===== config.mk =====
export PLATFORM = sky130hd
export DESIGN_NAME = timer_count_core
export DESIGN_NICKNAME = d
export VERILOG_FILES = /design/src/rtl/timer_count_core_pkg.sv /design/src/rtl/timer_count_core_digit_pair.sv /design/src/rtl/timer_count_core.sv
export SDC_FILE = /design/constraint.sdc
export NUM_CORES = 1
export LEC_CHECK = 0
export ABC_AREA = 0
export BUFFER_PORTS_ARGS = -buffer_cell sky130_fd_sc_hd__buf_2
export CAP_MARGIN = 20
export CORE_ASPECT_RATIO = 0.7
export CORE_MARGIN = 5
export CORE_UTILIZATION = 60
export CTS_BUF_LIST = sky130_fd_sc_hd__clkbuf_8
export CTS_CLUSTER_SIZE = 14
export DETAILED_ROUTE_END_ITERATION = 12
export GPL_TIMING_DRIVEN = 0
export PLACE_DENSITY = 0.89
export SLEW_MARGIN = 40
export SYNTH_ARGS = -nofsm -noshare
export SYNTH_HDL_FRONTEND = slang
export SYNTH_SLANG_ARGS = --single-unit

===== constraint.sdc =====
create_clock -name pulse_1Hz -period 2.3 [get_ports pulse_1Hz]
set_input_delay 0.345 -clock pulse_1Hz [delete_from_list [all_inputs] [get_ports pulse_1Hz]]
set_output_delay 0.345 -clock pulse_1Hz [all_outputs]
set_load 0.005 [all_outputs]

===== src/rtl/timer_count_core_pkg.sv =====
// Shared definitions for the egg-timer time-keeping core: state
// encodings, BCD digit limits and a small BCD helper.
package timer_count_core_pkg;

    typedef enum logic [1:0] {
        ST_SET   = 2'd0,
        ST_RUN   = 2'd1,
        ST_PAUSE = 2'd2,
        ST_ALARM = 2'd3
    } state_t;

    localparam int SEC_TENS_MAX = 5;
    localparam int DIGIT_MAX    = 9;

    // True when a two-digit BCD pair reads 00.
    function automatic logic bcd_is_zero(input logic [3:0] tens, input logic [3:0] ones);
        return (tens == 4'd0) && (ones == 4'd0);
    endfunction

endpackage


===== src/rtl/timer_count_core_digit_pair.sv =====
// Two-digit BCD up/down counter with wrap at MAX_VAL. Incrementing past
// MAX_VAL wraps to 00; decrementing 00 wraps to MAX_VAL and raises
// borrow_out for that cycle so the next pair can take the borrow.
module timer_count_core_digit_pair
    import timer_count_core_pkg::*;
#(
    parameter int MAX_VAL = 59
) (
    input  logic       clk,
    input  logic       rst,
    input  logic       clr,
    input  logic       inc,
    input  logic       dec,
    output logic [3:0] tens,
    output logic [3:0] ones,
    output logic       borrow_out
);

    localparam logic [3:0] MAX_T = 4'(MAX_VAL / 10);
    localparam logic [3:0] MAX_O = 4'(MAX_VAL % 10);
    localparam logic [3:0] D_MAX = 4'(DIGIT_MAX);

    logic at_max;
    logic at_zero;

    assign at_max     = (tens == MAX_T) && (ones == MAX_O);
    assign at_zero    = bcd_is_zero(tens, ones);
    assign borrow_out = dec && !clr && !inc && at_zero;

    // Digit update: clr beats inc beats dec; carries and borrows stay in BCD.
    always_ff @(posedge clk or posedge rst) begin
        if (rst) begin
            tens <= 4'd0;
            ones <= 4'd0;
        end else if (clr) begin
            tens <= 4'd0;
            ones <= 4'd0;
        end else if (inc) begin
            if (at_max) begin
                tens <= 4'd0;
                ones <= 4'd0;
            end else if (ones >= D_MAX) begin
                tens <= tens + 4'd1;
                ones <= 4'd0;
            end else begin
                ones <= ones + 4'd1;
            end
        end else if (dec) begin
            if (at_zero) begin
                tens <= MAX_T;
                ones <= MAX_O;
            end else if (ones == 4'd0) begin
                tens <= tens - 4'd1;
                ones <= D_MAX;
            end else begin
                ones <= ones - 4'd1;
            end
        end
    end

endmodule


===== src/rtl/timer_count_core.sv =====
// Egg-timer time-keeping core. Holds MM:SS as four BCD digits, lets the
// debounced set buttons load it, counts down at 1 Hz on start and raises
// the alarm at 00:00 for a bounded number of cycles.
module timer_count_core
    import timer_count_core_pkg::*;
#(
    parameter int MAX_MINUTES  = 99,
    parameter int ALARM_CYCLES = 10
) (
    input  logic       pulse_1Hz,
    input  logic       reset,
    input  logic       minutes_debounce,
    input  logic       seconds_debounce,
    input  logic       start_stop_debounce,
    input  logic       clear,
    output logic [3:0] min_tens,
    output logic [3:0] min_ones,
    output logic [3:0] sec_tens,
    output logic [3:0] sec_ones,
    output logic       running,
    output logic       alarm
);

    localparam int CNT_W = (ALARM_CYCLES > 1) ? $clog2(ALARM_CYCLES) : 1;
    localparam logic [CNT_W-1:0] CNT_LAST = CNT_W'(ALARM_CYCLES - 1);

    state_t           state;
    logic             start_prev;
    logic             start_edge;
    logic [CNT_W-1:0] alarm_cnt;

    logic illegal_state;
    logic digit_clr;
    logic set_ok;
    logic sec_inc, min_inc;
    logic sec_dec, sec_borrow;
    logic min_borrow;
    logic time_zero;
    logic time_is_one;

    assign start_edge    = start_stop_debounce & ~start_prev;
    assign illegal_state = !(state inside {ST_SET, ST_RUN, ST_PAUSE, ST_ALARM});

    // Set inputs and countdown both yield to clear and to a start edge.
    assign set_ok    = (state == ST_SET) && !clear && !start_edge;
    assign sec_inc   = set_ok && seconds_debounce;
    assign min_inc   = set_ok && minutes_debounce;
    assign sec_dec   = (state == ST_RUN) && !clear && !start_edge;
    assign digit_clr = clear || illegal_state;

    assign time_zero   = bcd_is_zero(min_tens, min_ones) && bcd_is_zero(sec_tens, sec_ones);
    assign time_is_one = bcd_is_zero(min_tens, min_ones) && (sec_tens == 4'd0) && (sec_ones == 4'd1);

    timer_count_core_digit_pair #(
        .MAX_VAL (SEC_TENS_MAX * 10 + DIGIT_MAX)
    ) u_seconds (
        .clk        (pulse_1Hz),
        .rst        (reset),
        .clr        (digit_clr),
        .inc        (sec_inc),
        .dec        (sec_dec),
        .tens       (sec_tens),
        .ones       (sec_ones),
        .borrow_out (sec_borrow)
    );

    // Minutes only ever count down on a seconds borrow (SS 00 -> 59).
    timer_count_core_digit_pair #(
        .MAX_VAL (MAX_MINUTES)
    ) u_minutes (
        .clk        (pulse_1Hz),
        .rst        (reset),
        .clr        (digit_clr),
        .inc        (min_inc),
        .dec        (sec_borrow),
        .tens       (min_tens),
        .ones       (min_ones),
        .borrow_out (min_borrow)
    );

    // Start edge detect, state machine, registered status flags and alarm timer.
    always_ff @(posedge pulse_1Hz or posedge reset) begin
        if (reset) begin
            state      <= ST_SET;
            running    <= 1'b0;
            alarm      <= 1'b0;
            start_prev <= 1'b1;
            alarm_cnt  <= '0;
        end else begin
            start_prev <= start_stop_debounce;
            if (clear) begin
                state     <= ST_SET;
                running   <= 1'b0;
                alarm     <= 1'b0;
                alarm_cnt <= '0;
            end else begin
                case (state)
                    ST_SET: begin
                        if (start_edge && !time_zero) begin
                            state   <= ST_RUN;
                            running <= 1'b1;
                        end
                    end
                    ST_RUN: begin
                        if (start_edge) begin
                            state   <= ST_PAUSE;
                            running <= 1'b0;
                        end else if (time_is_one) begin
                            // This edge's decrement lands on 00:00.
                            state     <= ST_ALARM;
                            running   <= 1'b0;
                            alarm     <= 1'b1;
                            alarm_cnt <= '0;
                        end
                    end
                    ST_PAUSE: begin
                        if (start_edge) begin
                            state   <= ST_RUN;
                            running <= 1'b1;
                        end
                    end
                    ST_ALARM: begin
                        if (start_edge || (alarm_cnt == CNT_LAST)) begin
                            state     <= ST_SET;
                            alarm     <= 1'b0;
                            alarm_cnt <= '0;
                        end else begin
                            alarm_cnt <= alarm_cnt + 1'b1;
                        end
                    end
                    default: begin
                        state     <= ST_SET;
                        running   <= 1'b0;
                        alarm     <= 1'b0;
                        alarm_cnt <= '0;
                    end
                endcase
            end
        end
    end

    // The minutes borrow has no consumer; the countdown never passes 00:00.
    logic unused_ok;
    assign unused_ok = min_borrow;

endmodule


==> metrics list, run 1 <==
- The flow ran to the end, and the final reports show no timing, DRC or antenna violations.
- Post-layout net count: 318
- Critical path start-end classification: reg -> reg
- CTS placed an instance of clkbuf_8 at the clock tree root.
* Number of synthesized flops with an enable pin: 0
- Wirelength, routed: 5830 microns
* Syn Area/Cell: 8.62 sq um
- Post-synth top area cell: dfrtp_1
- Summed over all cells, the static leakage comes to 0.00114 uW.
* Final setup skew: 0.00214 ns
- Top-Level Pins: 24
* Worst EP arrival: 2.45 ns
- The share of synthesized area in the top cell type comes to 0.269.
- The congestion estimate from routability-driven global placement came to 0.921.
- Counting flops with an async set or reset pin after synthesis yields a share of 1.00.
- Among all flip-flop cells after synthesis, the most frequent one is dfrtp_1.
- Avg WL per Cell: 17.2 microns
- Fin. max-slew vios: 0
- Power density normalized to cell area: 1110 nW/um^2
* Post-synthesis sequential area ratio: 0.281
- Global-route wire length before repair: 9290 microns
- Buffers inserted during clock tree synthesis total 3.
- Max Freq: 440 MHz
- Total via count after detailed routing: 2175
- Clock tree from TritonCTS: done
- Final Cell Area: 2560 sq um
- Excluding fillers, the count of instances in the completed layout stands at 340.
- Min Hold Slack: 0.0994 ns
- Maximum number of pins on one net before global-route repair: 26
- At the pin with the least slew margin, the transition time is 0.552 ns.
- Post-DRT Antenna Nets: 0
- By area the synthesized netlist is led by dfrtp_1, ha_1, o31ai_1.
- WP data required: 2.48 ns
- The wire-length estimate of the detail-placed layout is 4090 microns.
- Met3 wire len: 404 microns
* Area Growth Syn to Fin: 14.6%
* Buffers from clock root to sink, at most: 2
- Across the VDD grid, the largest voltage drop is 0.779 mV.
- The number of antenna diodes in the final layout is 0.
- The worst setup path is captured at a flop.
- Setup violations remaining at the end of the flow were counted as 0.
* Unrepaired setup endpoints after global routing: yes
- Summed over all layers, the global routing overflow is 0.
- Number of placement rows: 18
- In this run, post-CTS hold repair placed 0 buffers.
* Min-delay worst type: in -> async
- Vias in the first global route: 1943
* Y dimension of the die: 61.0 microns
- The Yosys step of the flow raised 0 warnings.
- The worst setup path is launched from a flop.
- Area of the placeable core: 3560 sq um
- For this configuration, the core starts out at a cell density of 0.628.
- The initial antenna violation count was 0.
- The commonest cells after synthesis are dfrtp_1, ha_1, inv_1, nor2_1, a21oi_1.
* Post-Synthesis Cells: 259
- Vias per std cell: 6.40
- Counting every net in the synthesized netlist gives 286.
- dfrtp_1 is the most common cell in the netlist.
* Number of instances in the placed design: 332
* Fin crit share: 0.989
- DRC marker count from the first detailed-route iteration: 193
* Remaining DRCs: 0
- Summing all placed instances gives a cell area of 2410 sq um.
* Wire length the detailed router placed on met1: 2670 microns
* Flops & latches, synth: 25
- Final count of hold timing violations: 0
- In the global route stage, overall resource usage came out at 0.229.
* Met2 routed wirelength: 2650 microns
- Maximum fanout along the worst path: 7
- The clock reaches the later pin of the worst-skew pair after 0.28 ns.
- The highest metal layer carrying signal wires in the routed design is met4.
- Final worst path period need: 2.27 ns
* Number of optimization iterations in the first detailed-route pass: 6
- Post-synthesis instance area: 2230 sq um
- During placement, the flow inserted port buffers numbering 23.
* Finished Core Util: 0.719
- Yosys mapped the design onto 64 distinct sky130hd cell types.
- CTS built an H-tree with a depth of 1.
- Across the run, the number of max-cap violations was 0.
- Fraction of layout cells with a size suffix above 1: 0.238
- Worst-case headroom to the max-slew limit: 0.632
- Overall die area: 5060 sq um
- The clock drives 25 sinks.
- The die is 82.9 microns wide.
- Clock-pin slew on the worst setup and hold paths: 0.09 ns
==> logic make-up (layout without fill, tap and decap cells) <==
family	Yosys count	after routing	synth area share
buffers and inverters	31	62	0.0639
adders and majority gates	21	21	0.118
xor gates and xnor gates	3	3	0.0118
and+or+nand+nor	104	104	0.282
DFF	25	25	0.281
muxes	3	3	0.0146
AOI/OAI and AO/OA	72	72	0.229
==> final timing paths <==
check | startpoint | endpoint | slack (ns) | depth (start not counted)
max | u_minutes.ones[0] | alarm_cnt[3] | 0.03 | 8
min | reset | alarm_cnt[2] | 0.1 | 2
max reg2reg | u_minutes.ones[0] | alarm_cnt[3] | 0.03 | 8
min reg2reg | running | running | 0.49 | 1
max in group asynchronous | reset | state[0] | 1.80 | 2
min in group pulse_1Hz | start_stop_debounce | start_prev | 0.18 | 1
==> where the power goes <==
part | total (uW) | switching (uW) | internal, uW
Combinational | 1810 | 1010 | 808
Clock | 277 | 157 | 120
Sequential | 742 | 186 | 557
==> layout make-up <==
class | count | area, sq um
multi-input cells | 203 | 1530
clock buffers | 3 | 41.3
well taps | 50 | 62.6
plain buffers | 11 | 70.1
repair buffers | 28 | 153
inverters | 19 | 71.3
flip-flops and latches | 25 | 631
clock inverters | 1 | 3.75
fillers | 281 | 998
==> cells in the final DEF (no fill, tap or decap), types with 3 or more instances in the layout <==
master / n
and3_1: 3
nor4_1: 4
ha_1: 19
inv_1: 18
dfrtp_2: 3
o22ai_1: 3
a21oi_1: 16
o21ai_1: 5
buf_4: 5
o31ai_1: 12
nand3_1: 12
nand2b_1: 4
dfrtp_1: 21
buf_2: 27
clkbuf_1: 3
nor2_1: 18
or4_1: 3
o21ai_0: 9
nor3_4: 3
clkbuf_8: 3
nand4_1: 7
buf_6: 3
nand2_1: 13
nor3_1: 12
a31oi_1: 3
==> sequential cells by signal, summed over array words and instances (netlist names) <==
signal          cells
alarm               1
alarm_cnt           4
u_minutes.tens      4
start_prev          1
u_minutes.ones      4
u_seconds.ones      4
running             1
state               2
u_seconds.tens      4
==> critical path, cell delays in order (launching register included) <==
cell      delay [ns]
dfrtp_2         0.47
inv_1           0.10
ha_2            0.21
nor4bb_4        0.39
nand4_1         0.28
o21ai_4         0.28
buf_4           0.15
a21oi_1         0.08
a21bo_2         0.22
==> metrics by stage <==
step | worst slack (ns) | TNS [ns] | total power [uW]
final | 0.0253 | 0 | 2830
after CTS | 0.0360 | 0 | 2650
after global placement | -0.0671 | -0.0739 | 2300
after global routing | -0.0831 | -0.368 | 3050
after detailed placement | -0.105 | -0.175 | 2350
after floorplan | 0.233 | 0 | 1930
==> per-layer routing <==
layer / global-route usage / vias up
met3: 0.0441 / 14
met2: 0.384 / 108
met4: 0.0746 / 0
met5: 0 / -
li1: - / 1039
met1: 0.307 / 1014
==> timing repair <==
item,CTS,global route
gates resized for setup,4,17
buffers inserted,0,5
pin swaps,0,4
setup endpoints to repair,4,14
Power figures use the tool's default switching activity.
==> run 2, diff against run 1 <==
--- a/config.mk
+++ b/config.mk
@@ -10,12 +10,12 @@
 export CAP_MARGIN = 20
 export CORE_ASPECT_RATIO = 0.7
 export CORE_MARGIN = 5
-export CORE_UTILIZATION = 60
+export CORE_UTILIZATION = 45
 export CTS_BUF_LIST = sky130_fd_sc_hd__clkbuf_8
 export CTS_CLUSTER_SIZE = 14
 export DETAILED_ROUTE_END_ITERATION = 12
 export GPL_TIMING_DRIVEN = 0
-export PLACE_DENSITY = 0.89
+export PLACE_DENSITY = 0.72
 export SLEW_MARGIN = 40
 export SYNTH_ARGS = -nofsm -noshare
 export SYNTH_HDL_FRONTEND = slang
==> run 2 against run 1 <==
Via count fell by 1.1%; setup slack improved by 0.050 ns; count of clock-buffer cells in the layout did not move; hold slack improved by 0.013 ns; combinational power barely moved; final area rose by 0.98%; power fell by 0.49%; register-to-register slack improved by 0.05 ns; sequential cell count did not move; global-route usage fell by 4.3 points; cell count rose by 5.9%; sequential power fell by 1%; critical endpoint is now alarm_cnt[1]; highest routed layer unchanged.
==> metrics list, run 2 (synthesized netlist as in run 1, its figures left out) <==
* Clock sink count: 25
* Number of antenna violations at the first check in global routing: 0
* Lkg Pwr: 0.00114 uW
- Power density normalized to cell area: 1090 nW/um^2
* Fin. max-slew vios: 0
* WP data required: 2.47 ns
- After detailed routing, the number of vias per cell comes to 5.98.
- Final count of hold timing violations: 0
- The floorplan step set the die width to 94.2 microns.
* Maximum number of pins on one net before global-route repair: 26
- Count of final setup violators: 0
- The die covers 6490 sq um.
- In the final layout, the share of cells above drive strength 1 is 0.230.
- Sum Neg Setup Slack: 0 ns
* Initial Utilization: 0.467
- After global routing the overflow that remains totals 0.
* Final setup skew: 0.00894 ns
* Antenna diode count: 0
- Count of input and output buffers: 23
- At the pin with the least slew margin, the transition time is 0.577 ns.
- Gr usage total: 0.185
- Total via count after detailed routing: 2152
- Final estimated routing congestion in global placement: 0.847
* Maximum fanout along the worst path: 7
* CP Launch Type: flop
- The flow ran to the end, and the final reports show no timing, DRC or antenna violations.
- On the final layout, the worst hold slack is 0.112 ns.
- Max-Cap Viols: 0
- For this block, the initial DRC count from the detailed router was 144.
* Critical path start-end classification: reg -> reg
- The later pin in the worst-skew pair is clocked with a latency of 0.28 ns.
- Most frequent cells in the layout: buf_2, dfrtp_1, nor2_1, inv_1, ha_1
- After detailed routing, the number of remaining DRC violations is 0.
- Design Power: 2820 uW
* Worst EP arrival: 2.39 ns
- STA classifies the critical path endpoint as a flop.
* H-tree levels: 1
* Vias in the first global route: 1964
- Avg WL per Cell: 16.3 microns
- Measured against its own limit, the worst slew margin works out to 0.615.
- Min-delay worst type: in -> async
- For this design the top-level I/O count stands at 24.
- Buffers from clock root to sink, at most: 2
* Area Growth Syn to Fin: 15.7%
- Timing analysis after detailed placement gives a worst setup slack of -0.142 ns.
- Max Freq: 450 MHz
- Clock-pin slew on the worst setup and hold paths: 0.10 ns
* Setup WS post-layout: 0.0753 ns
- Fin crit share: 0.967
* Number of placement rows: 21
- Number of instances in the placed design: 351
* CTS Buf Count: 3
- Post-layout net count: 319
- TritonCTS built the clock tree.
- Number of optimization iterations in the first detailed-route pass: 5
- From bottom edge to top edge, the die measures 68.9 microns.
* Area of the placeable core: 4780 sq um
- Hold repair after CTS inserted 0 buffers.
* HPWL after DPL: 4170 microns
- The clock period could shrink to 2.22 ns.
* Post-DRT Antenna Nets: 0
- Count of non-filler cells in the finished layout: 360
- For this block, the routed nets add up to 5880 microns of wire.
- The first global-routing pass estimated 9540 microns of wire.
- Root cell of the clock tree: clkbuf_8
* Largest vdd supply drop: 0.400 mV
- Most frequent standard cell in the layout excluding fill and tap cells: buf_2
## run 2: worst paths after layout
check | from | endpoint | slack, ns | depth (start not counted)
setup / recovery | u_minutes.tens[0] | alarm_cnt[1] | 0.08 | 7
hold / removal | reset | alarm_cnt[1] | 0.11 | 2
setup reg to reg | u_minutes.tens[0] | alarm_cnt[1] | 0.08 | 7
hold reg to reg | running | running | 0.53 | 1
max in group asynchronous | reset | u_seconds.tens[0] | 1.77 | 2
min in group pulse_1Hz | start_stop_debounce | start_prev | 0.18 | 1
## run 2: worst max-delay path, stage by stage (launching register included)
cell,delay (ns)
dfrtp_1,0.47
inv_1,0.15
ha_1,0.22
nor4bb_4,0.31
nand4_1,0.24
o21ai_4,0.27
nand2_1,0.13
mux2_1,0.33
## run 2: timing repair
item / CTS / global route
pin swaps: 0 / 4
endpoints found under the setup margin: 5 / 16
gates resized for setup: 3 / 16
setup buffers: 0 / 6
gates cloned: 0 / 0
## run 2: metal layers
| metal | share of wire | track usage | up-vias | routed length, microns |
|---|---|---|---|---|
| met5 | 0 | 0 | - | 0 |
| met4 | 0.0034 | 0.0324 | 0 | 20 |
| met3 | 0.067 | 0.0390 | 4 | 391 |
| met2 | 0.42 | 0.277 | 82 | 2500 |
| met1 | 0.51 | 0.277 | 1028 | 2970 |
| li1 | - | - | 1038 | - |
## run 2: report_power, final
part           internal, uW  switching, uW
clock network           120            156
registers               558            176
logic                   802           1010
total                  1480           1340
## run 2: through the flow
| stage | util | area (sq um) |
|---|---|---|
| 5_1_grt | 0.541 | 2580 |
| 6_report | 0.541 | 2580 |
| 3_3_place_gp | 0.509 | 2430 |
| 2_1_floorplan | - | 2230 |
| 4_1_cts | 0.522 | 2500 |
| 3_5_place_dp | 0.509 | 2430 |
## run 2: area by class of cell
cell class                 count  area [sq um]
buffer                        11          70.1
clock buffer                   3          41.3
clock inverter                 1          3.75
fill                         464          2200
inverter                      19          71.3
multi-input combinational    203          1520
sequential                    25           632
tap                           69          86.3
timing repair buffer          29           160
==> run 3, diff against run 2 <==
--- a/config.mk
+++ b/config.mk
@@ -10,12 +10,12 @@
 export CAP_MARGIN = 20
 export CORE_ASPECT_RATIO = 0.7
 export CORE_MARGIN = 5
-export CORE_UTILIZATION = 45
+export CORE_UTILIZATION = 40
 export CTS_BUF_LIST = sky130_fd_sc_hd__clkbuf_8
 export CTS_CLUSTER_SIZE = 14
 export DETAILED_ROUTE_END_ITERATION = 12
 export GPL_TIMING_DRIVEN = 0
-export PLACE_DENSITY = 0.72
+export PLACE_DENSITY = 0.66
 export SLEW_MARGIN = 40
 export SYNTH_ARGS = -nofsm -noshare
 export SYNTH_HDL_FRONTEND = slang
==> run 3 against run 2 <==
Count of clock-buffer cells in the layout unchanged; setup slack better by 0.0072 ns; clock power is 3% higher.
==> metrics list, run 3 (synthesized netlist as in run 1, its figures left out) <==
- Max-Cap Viols: 0
- In the layout the commonest cells are buf_2, dfrtp_1, nor2_1.
- Setup violations remaining at the end of the flow were counted as 0.
* Area of the multi-input gates: 1530 sq um
* Top-Level Pins: 24
- Lkg Pwr: 0.00114 uW
- Largest incremental delay on the critical path: 0.47 ns
- Slew at the pin closest to its max-slew limit: 0.565 ns
* Count of hold buffers inserted by post-cts repair: 0
- For this design the ratio of total power to cell area is 1090 nW/um^2.
* Root cell of the clock tree: clkbuf_8
- Worst-Skew Late Latency: 0.28 ns
- The worst hold path belongs to the class in -> async.
* Fin crit share: 0.964
* Critical path start-end classification: reg -> reg
* Wirelength, routed: 5940 microns
* Final setup skew: 0.00394 ns
- Vias in the first global route: 1931
- Cell with the biggest individual delay on the critical path: dfrtp_2
- FILL cells: 530
- The routed layout has 2124 vias.
- The critical path goes through inv_1 > ha_2 > nor4bb_4 > nand2_2 > o32a_1 > nand3_2 > mux2_1.
- Antenna diode count: 0
* Area Growth Syn to Fin: 16.0%
- Maximum number of pins on one net before global-route repair: 26
- Worst EP arrival: 2.39 ns
- Area of the placeable core: 5340 sq um
- Across every metal layer, demand over resource in global routing totals 0.168.
* Worst-case headroom to the max-slew limit: 0.623
- Final estimated routing congestion in global placement: 0.844
- The worst setup path is launched from a flop.
- In the routed layout, each cell is associated on average with a via count of 5.87.
* WP data required: 2.47 ns
- Buffers from clock root to sink, at most: 2
- Critical Path End Type: flop
* Avg WL per Cell: 16.4 microns
- Input and output buffers added on the ports amount to 23.
- Total area of sequential cells: 631 sq um
- Once detail routing completed, the nets flagged for antenna violations numbered 0.
- Clock-pin slew on the worst setup and hold paths: 0.10 ns
- The initial antenna violation count was 0.
* Fraction of layout cells with a size suffix above 1: 0.231
- Finished Core Util: 0.485
- HPWL after DPL: 4280 microns
- Overall die area: 7200 sq um
- Fin. max-slew vios: 0
* Maximum fanout along the worst path: 7
- Outcome: finished, final reports clean
- The final layout contains 318 nets.
* CTS Buf Count: 3
- IR analysis of the VDD net gives a maximum drop of 0.408 mV.
- The routed design could run at a clock period as short as 2.22 ns.
- Initial Utilization: 0.418
- Max Freq: 451 MHz
- Clock sink count: 25
- Horizontal die dimension: 99.3 microns
* Remaining DRCs: 0
- Design Power: 2830 uW
- The first global-routing pass estimated 9830 microns of wire.
- H-tree levels: 1
* Min Hold Slack: 0.100 ns
* Most frequent standard cell in the layout excluding fill and tap cells: buf_2
- Number of optimization iterations in the first detailed-route pass: 4
* Y dimension of the die: 72.5 microns
- After the first detailed-routing iteration, the DRC count stood at 80.
- Final count of hold timing violations: 0
- For this run the aggregate overflow at the end of global routing stands at 0.
* Number of placement rows: 22
* Clock tree from TritonCTS: done
==> run 3: cell types whose count changed in the layout (fill, tap and decap cells not counted), sizes merged <==
cell	delta
buf	-2
inv	-1
clkbuf	+1
clkinv	+1
==> run 3: worst paths after layout <==
kind	from	to	slack (ns)	cells after the start
hold / removal	reset	alarm_cnt[1]	0.10	2
max in group asynchronous	reset	u_seconds.tens[0]	1.79	2
setup / recovery	u_minutes.ones[0]	state[0]	0.08	7
setup reg to reg	u_minutes.ones[0]	state[0]	0.08	7
min in group pulse_1Hz	start_stop_debounce	start_prev	0.17	1
hold reg to reg	running	running	0.52	1
==> run 3: power by group <==
part | switching [uW] | leakage, uW | internal, uW
clock | 162 | 0.0000255 | 122
combinational | 996 | 0.000782 | 814
sequential | 180 | 0.000329 | 557
==> run 3: area by class of cell <==
cell class | count | share of cell area
buffer | 11 | 0.0270
clock buffer | 3 | 0.0159
multi-input combinational | 203 | 0.591
clock inverter | 1 | 0.00193
tap | 72 | 0.0348
timing repair buffer | 28 | 0.0589
inverter | 19 | 0.0275
sequential | 25 | 0.243
==> run 3: what timing repair did <==
item,CTS,global route
pin swaps,0,4
cloned,0,0
endpoints found under the hold margin,0,0
resized for setup,4,15
setup endpoints to repair,3,15
setup buffers,0,5
==> run 3: worst max-delay path: cells and delay by family, from the launching register on <==
family / cells / cell delay, ns
compound gates: 1 / 0.41
fa+ha+maj: 1 / 0.21
flops: 1 / 0.47
buf+inv: 1 / 0.10
simple gates: 3 / 0.58
mux: 1 / 0.33
==> run 3: through the flow <==
step,std cells,cell area [sq um],setup TNS (ns),setup WS (ns)
after floorplan,259,2230,0,0.233
after global placement,354,2440,-0.205,-0.117
after detailed placement,354,2440,-0.207,-0.112
after CTS,358,2510,0,0.0255
after global routing,362,2590,-0.0515,-0.0301
final,362,2590,0,0.0825
==> run 3: routing by layer <==
| metal | share of wire | up-vias | global-route usage |
|---|---|---|---|
| li1 | - | 1036 | - |
| met1 | 0.52 | 1027 | 0.262 |
| met2 | 0.42 | 59 | 0.240 |
| met3 | 0.058 | 2 | 0.0336 |
| met4 | 0.0035 | 0 | 0.0227 |
| met5 | 0 | - | 0 |
